File: config.mk
export PLATFORM = sky130hd
export DESIGN_NAME = mips_id_stage
export DESIGN_NICKNAME = d
export VERILOG_FILES = /design/src/rtl/mips_id_stage.sv
export SDC_FILE = /design/constraint.sdc
export NUM_CORES = 2
export LEC_CHECK = 0
export CORE_AREA = 2 2 323 325
export CTS_CLUSTER_DIAMETER = 80
export DETAILED_ROUTE_END_ITERATION = 8
export DIE_AREA = 0 0 325 327
export PLACE_DENSITY = 0.8
export SYNTH_ARGS = -nofsm -noshare
export SYNTH_HDL_FRONTEND = slang
export SYNTH_SLANG_ARGS = --single-unit
File: constraint.sdc
create_clock -name CLK -period 2.57 [get_ports CLK]
set_input_delay 0.514 -clock CLK [delete_from_list [all_inputs] [get_ports CLK]]
set_output_delay 0.514 -clock CLK [all_outputs]
set_load 0.02 [all_outputs]
File: src/rtl/mips_id_stage.sv
// mips_id_stage: MIPS instruction-decode stage.
//   Holds the register file, decodes destination register / write enable /
//   immediate extension, and registers the results into an ID/EX register
//   with a valid/ready handshake. The WB stage writes through a single port
//   that is bypassed onto same-cycle reads and onto a held ID/EX entry.
// Optional feature macro: ID_HAZARD_EN (load-use stall, one bubble).
// Ports:
//   CLK, RST              clock, synchronous active-high reset
//   InValid/InReady/Ins   incoming instruction handshake
//   Flush                 kill held and incoming instruction
//   WbEn/WbAdr/WbData     write-back port
//   OutValid/OutReady     ID/EX register handshake
//   Rdata1/Rdata2/Ed32    rs, rt operands and extended immediate
//   Wadr/WrEn             destination register and its write enable
//   Opcode/Funct          Ins[31:26] / Ins[5:0] passed through
module mips_id_stage #(
  parameter int DATA_W   = 32,
  parameter int REG_NUM  = 32,
  parameter int ZERO_REG = 1,
  localparam int RA_W    = $clog2(REG_NUM)
) (
  input  logic              CLK,
  input  logic              RST,
  input  logic              InValid,
  output logic              InReady,
  input  logic [31:0]       Ins,
  input  logic              Flush,
  input  logic              WbEn,
  input  logic [RA_W-1:0]   WbAdr,
  input  logic [DATA_W-1:0] WbData,
  output logic              OutValid,
  input  logic              OutReady,
  output logic [DATA_W-1:0] Rdata1,
  output logic [DATA_W-1:0] Rdata2,
  output logic [DATA_W-1:0] Ed32,
  output logic [RA_W-1:0]   Wadr,
  output logic              WrEn,
  output logic [5:0]        Opcode,
  output logic [5:0]        Funct
);

  localparam logic [5:0] OP_RFORM = 6'h00;
  localparam logic [5:0] OP_JAL   = 6'h03;
  localparam logic [5:0] OP_BEQ   = 6'h04;
  localparam logic [5:0] OP_BNE   = 6'h05;
  localparam logic [5:0] OP_LW    = 6'h23;
  localparam logic [5:0] OP_SW    = 6'h2B;
  localparam logic [5:0] FN_JR    = 6'h08;

  typedef struct packed {
    logic [DATA_W-1:0] rdata1;
    logic [DATA_W-1:0] rdata2;
    logic [DATA_W-1:0] ed32;
    logic [RA_W-1:0]   wadr;
    logic [RA_W-1:0]   rs;
    logic [RA_W-1:0]   rt;
    logic              wren;
    logic [5:0]        opcode;
    logic [5:0]        funct;
  } idex_t;

  logic [DATA_W-1:0] rf [REG_NUM];
  idex_t             d, q;
  logic              vld;
  logic              hazard, accept;
  logic [5:0]        op, fn;
  logic [RA_W-1:0]   rs, rt, rd;
  logic              unused_shamt;

  assign op = Ins[31:26];
  assign fn = Ins[5:0];
  assign rs = RA_W'(Ins[25:21]);
  assign rt = RA_W'(Ins[20:16]);
  assign rd = RA_W'(Ins[15:11]);
  assign unused_shamt = ^Ins[10:6];

  // Register 0 is hardwired when ZERO_REG is set.
  function automatic logic is_zero(input logic [RA_W-1:0] a);
    return (ZERO_REG != 0) && (a == '0);
  endfunction

  // A live write-back targeting this address.
  function automatic logic wb_hit(input logic [RA_W-1:0] a);
    return WbEn && (WbAdr == a) && !is_zero(a);
  endfunction

  function automatic logic [DATA_W-1:0] rd_port(input logic [RA_W-1:0] a);
    if (is_zero(a))             return '0;
    else if (wb_hit(a))         return WbData;
    else if (int'(a) < REG_NUM) return rf[a];
    else                        return '0;
  endfunction

  // Register file write port; independent of Flush and the handshake.
  always_ff @(posedge CLK) begin
    if (RST) begin
      for (int i = 0; i < REG_NUM; i++) rf[i] <= '0;
    end else if (WbEn && !is_zero(WbAdr) && int'(WbAdr) < REG_NUM) begin
      rf[WbAdr] <= WbData;
    end
  end

  // Decode
  always_comb begin
    d        = '0;
    d.rs     = rs;
    d.rt     = rt;
    d.opcode = op;
    d.funct  = fn;
    d.rdata1 = rd_port(rs);
    d.rdata2 = rd_port(rt);
    d.wadr   = rt;
    d.wren   = 1'b0;
    case (op)
      OP_RFORM: begin d.wadr = rd;             d.wren = (fn != FN_JR); end
      OP_JAL:   begin d.wadr = RA_W'(5'd31);   d.wren = 1'b1;          end
      6'h08, 6'h09, 6'h0A, 6'h0B,
      6'h0C, 6'h0D, 6'h0E, 6'h0F,
      OP_LW:    d.wren = 1'b1;
      default:  d.wren = 1'b0;
    endcase
    // Only the logical immediates are zero-extended; LUI (0x0F) is not.
    if (op >= 6'h0C && op <= 6'h0E) d.ed32 = DATA_W'(Ins[15:0]);
    else                            d.ed32 = DATA_W'($signed(Ins[15:0]));
  end

`ifdef ID_HAZARD_EN
  // Load-use: the held LW's result is not yet available to this instruction.
  logic uses_rt;
  assign uses_rt = (op == OP_RFORM) || (op == OP_SW) || (op == OP_BEQ) || (op == OP_BNE);
  assign hazard  = vld && (q.opcode == OP_LW) && (q.wadr != '0) &&
                   ((rs == q.wadr) || (uses_rt && (rt == q.wadr)));
`else
  assign hazard = 1'b0;
`endif

  assign InReady = (!vld || OutReady) && !hazard;
  assign accept  = InValid && InReady && !Flush;

  // ID/EX register
  always_ff @(posedge CLK) begin
    if (RST) begin
      q   <= '0;
      vld <= 1'b0;
    end else if (Flush) begin
      vld <= 1'b0;
    end else if (accept) begin
      q   <= d;
      vld <= 1'b1;
    end else if (OutReady) begin
      vld <= 1'b0;
    end else if (vld) begin
      // Stalled entry: pick up write-backs to its sources so EX sees fresh data.
      if (wb_hit(q.rs)) q.rdata1 <= WbData;
      if (wb_hit(q.rt)) q.rdata2 <= WbData;
    end
  end

  assign OutValid = vld;
  assign Rdata1   = q.rdata1;
  assign Rdata2   = q.rdata2;
  assign Ed32     = q.ed32;
  assign Wadr     = q.wadr;
  assign WrEn     = q.wren;
  assign Opcode   = q.opcode;
  assign Funct    = q.funct;

endmodule

Word level (Yosys, flattened, before mapping):

Memory sizes are Yosys's and may differ from the RTL's.
Cells that the tools add are included.

* register bits after elaboration: 125
* RAM bits: 1024
* input port bits: 75
* output and inout bits: 116
* word-level logic and storage cells: 88
* memories: 1

Memory list
* rf: depth 32, bits a word 32, rd ports 2, clocked after Yosys merged registers in 0, write ports 32, RTL line 62 `logic [DATA_W-1:0] rf [REG_NUM];`

* $lt $le $gt $ge: 2
* equality and inequality tests: 16
* mux-type cells: 22
* bitwise logic cells: 1
* reduce and logical (&&, ||, !) cells: 36

Operators by type and width (count)
* $mux W32: 8
* $mux W64: 3
* $eq A6 B4 Y1 const B: 8
* $reduce_or A32 Y1: 1
* $logic_not A5 Y1: 5
* $eq A5 B5 Y1: 4
* $logic_and A1 B1 Y1: 12
* $pmux W5 S2: 1
* $reduce_or A10 Y1: 1
* $mux W1: 8
* $reduce_and A4 Y1: 2
* $reduce_bool A2 Y1: 4
* $logic_not A1 Y1: 7
* $eq A6 B2 Y1 const B: 1
* $eq A6 B6 Y1 const B: 1
* $ge A6 B4 Y1 const B: 1
* $le A6 B4 Y1 const B: 1
* $logic_not A6 Y1: 1
* $ne A6 B4 Y1 const B: 1
* $mux W5: 1
* $ne A2 B1 Y1 const B: 1
* $pmux W1 S2: 1
* $reduce_and A2 Y1: 1
* $reduce_or A2 Y1: 1
* other kinds (2): 2

Depth between registers and ports, before layout:

* depth after elaboration: 8
* mapped depth: 9
* gate-level depth less buffers: 6

Worst setup path after synthesis:

OpenSTA, ideal clock, no wires.

* kind: input to register
* start point: input port WbAdr[3]
* end point: memory rf[11][0], enable pin
* library setup time: 0.375 ns
* arrival: 1.909 ns
* setup slack: 0.287 ns
* stages on the path: 4
* buffers on the path: 1
* cells stage by stage: buf_2 or3b_2 nor2_1 or2_2

RTL lines
* from (decl): RTL line 29 `input logic [RA_W-1:0] WbAdr,`
* to (decl): RTL line 62

Worst setup path after layout:

* start point: register q (netlist bit Rdata2[1])
* end point: output port Rdata2[1]

RTL lines
* from (decl): RTL line 63 `idex_t d, q;`
* to (decl): RTL line 34 `output logic [DATA_W-1:0] Rdata2,`

No word-level cell between the ends.

==> flow_summary.ini <==
[outcome]
status = finished, final reports clean

[pwr]
peakVddDrop_v = 0.0005663
p_seq_share_pct = 48.1
combPwrFrac_pct = 13.7
netSwitchingFraction_pct = 25.10
p_per_area_nw_per_um2 = 632.8
p_total_uw = 44990
power_frac_clock_pct = 38.1
p_int_uw = 33700
power.switching_uw = 11290
leakage_uw = 0.02580

[sta]
skew_ns = 0.02963
slew_headroom_pct = 50.91
setup_violations = 0
worstMarginPinSlew_ns = 0.7341
period_minus_slack_ns = 2.533
rsz0062_at_grt = no
slew_viol_final = 0
layout_setup_ws_ns = 0.03687
period_share_pct = 98.57
hold_violations = 0
clock.fmax_ghz = 0.3948

[run]
drv_cap = 0

[place]
portBuffers = 190
post-place-ws_ns = -0.2734
place.gp.congestion = 0.9904
dpl_cell_area_um2 = 67300
dp_hpwl_um = 130300

[setup_path]
cp-endpoint = Rdata2[1]
cp_slowest_stage_delay_ns = 0.70
cp-end-kind = primary output
crit_arrival_ns = 2.02
r2r-end = Rdata1[28]
reg2regPathDepth = 8
critPathLaunchType = flop
reg2reg_from = q[18]
setup.worst_path.start = Rdata2[1]
crit_fanout = 2
reg2reg_slack_ns = 0.27
path_delay_family = buffers and inverters
path_buf_inv = 1
path_depth = 1
cp_cell_sequence = clkdlybuf4s50_1
slowest_stage = clkdlybuf4s50_1
critical_path_class = reg -> out
required_ns = 2.06

[synth]
synth_top_area_cell = edfxtp_1
synth_async_sr_flop_share_pct = 0
synth_flop_cell = edfxtp_1
synth_area_um2 = 61210
yosys_warnings = 0
synthDistinctLibCells = 73
netlist_top_cells_area = edfxtp_1 50%, mux4_2 12%, and2_1 10%, mux2i_1 5.2%, dfxtp_1 3.4%
synth_top_area_share_pct = 50.24
avgSynthCellArea_um2 = 13.46
synthCells = 4547
ys_ff_latch = 1128
ys_seq_area_share_pct = 53.64
synth_edf_count = 1024

[detailed_routing]
vias = 42720
first_pass_iters = 6
routed_wl_um = 192500
viasPerCell = 6.801
ant_nets = 0
drtIter0Drc = 6001
wl_per_cell_um = 30.65
drc = 0

[cells_and_area]
diodes = 0
drive_above_1_share_pct = 22.81
synthToLayoutAreaGrowth_pct = 16.15
final_area_um2 = 71100
fillers = 6909
final_cell_mix = 1024 x edfxtp_1, 1018 x and2_1, 362 x buf_4, 337 x mux4_2, 320 x mux2i_1
final_nets = 4876
final_common_cell = edfxtp_1

[clock_tree]
clockRootBuffer = clkbuf_16
clkTransAtPathRegs_ns = 0.07
cts_buffer_depth = 3
numCtsBuffers = 115
cts_tree = yes
cts_resized = 2
hold_buffers = 0
postCtsSetupRepairBufs = 0
cts_max_level = 3
clock_latency_ns = 0.74
cts.sinks = 1128

[floorplanning]
die-area_um2 = 106300
start_util_pct = 59.48
die_h_um = 327
rows = 118
fp.coreArea_um2 = 102900
die_width_um = 325
ios = 191

[global_routing]
grtUsageTotal_pct = 36.01
grt_pass1_wl_um = 280700
grt_max_degree = 96
globalRouteOverflowTotal = 0
grt_pass1_vias = 42401
antenna_found_initial = 2

[hold_path]
hold_path_class = in -> reg
-- state kept, by name (all words and copies together), names as in the netlist --
signal    cells
Opcode        6
Rdata2       32
Ed32         17
Wadr          5
OutValid      1
rf         1024
WrEn          1
Rdata1       32
q            10
-- Yosys cell counts, drive strengths merged, types with 6 or more instances --
library cell and count:
a2111oi 25, a211o 23, a211oi 41, a21o 8
a21oi 97, a221o 40, a221oi 25, a22oi 64
a311oi 27, a32o 8, and2 1018, buf 283
clkbuf 300, dfxtp 104, edfxtp 1024, inv 33
mux2 13, mux2i 320, mux4 365, nand2 89
nand3 35, nand3b 7, nor2 134, nor2b 90
nor3 71, nor4 6, o2111ai 8, o211ai 11
o21a 7, o21ai 40, o221ai 11, o22ai 64
o311ai 27, o31ai 28, or2 34, xnor2 14
-- power groups by stage --
stage	Combinational (µW)	Clock, µW	Sequential, µW
6_report	6180	17200	21700
5_1_grt	6380	17900	21700
4_1_cts	6060	17200	21600
3_5_place_dp	6020	0	22000
3_3_place_gp	5940	0	21900
2_1_floorplan	3650	0	21700
-- worst min path at each step --
stage,end,startpoint,cells after the start
after floorplan,Rdata2[11],Rdata2[11],2
after global placement,Opcode[3],Opcode[3],2
after detailed placement,Ed32[12],Ed32[12],2
after CTS,q[14],Ins[17],3
after global routing,q[14],Ins[17],3
final,q[14],Ins[17],3
-- final cells by class --
cell class	instances	area [µm²]	area share [%]
Multi-Input combinational cell	2834	25230	35.48
Sequential cell	1128	32830	46.18
Inverter	33	123.9	0.1742
Timing Repair Buffer	689	7390	10.39
Clock inverter	68	742.0	1.044
Clock buffer	149	3058	4.301
Tap cell	1380	1727	2.429
-- through the flow --
step / TNS, ns / hold slack (ns) / instances / util, %
4_1_cts: 0 / 0.1636 / 6281 / 69.09
2_1_floorplan: 0 / 0.4328 / 4578 / -
5_1_grt: 0 / 0.1799 / 6281 / 69.09
3_3_place_gp: -45.53 / 0.4404 / 6064 / 65.40
6_report: 0 / 0.1719 / 6281 / 69.09
3_5_place_dp: -69.65 / 0.4503 / 6064 / 65.40
-- logic make-up (layout without fill, tap and decap cells) --
group                     after synthesis  after routing  share of synthesized area, %
DFF                                  1128           1128                         53.64
other                                   1             32                      0.006126
and+or+nand+nor                      1509           1509                         14.42
buffers and inverters                 616            939                         5.574
xor gates and xnor gates               18             18                        0.2576
muxes                                 698            698                         19.07
AOI/OAI and AO/OA                     577            577                         7.036
-- layer usage --
layer  vias to the layer above  global-route usage, %  routed length (µm)
met4                         4                  22.69               14060
li1                      17581                      -                   -
met1                     21384                  45.38               66090
met2                      3093                  58.05               91550
met5                         -                      0                  31
met3                       658                  6.734               20790
(Power assumes the default switching activity.)
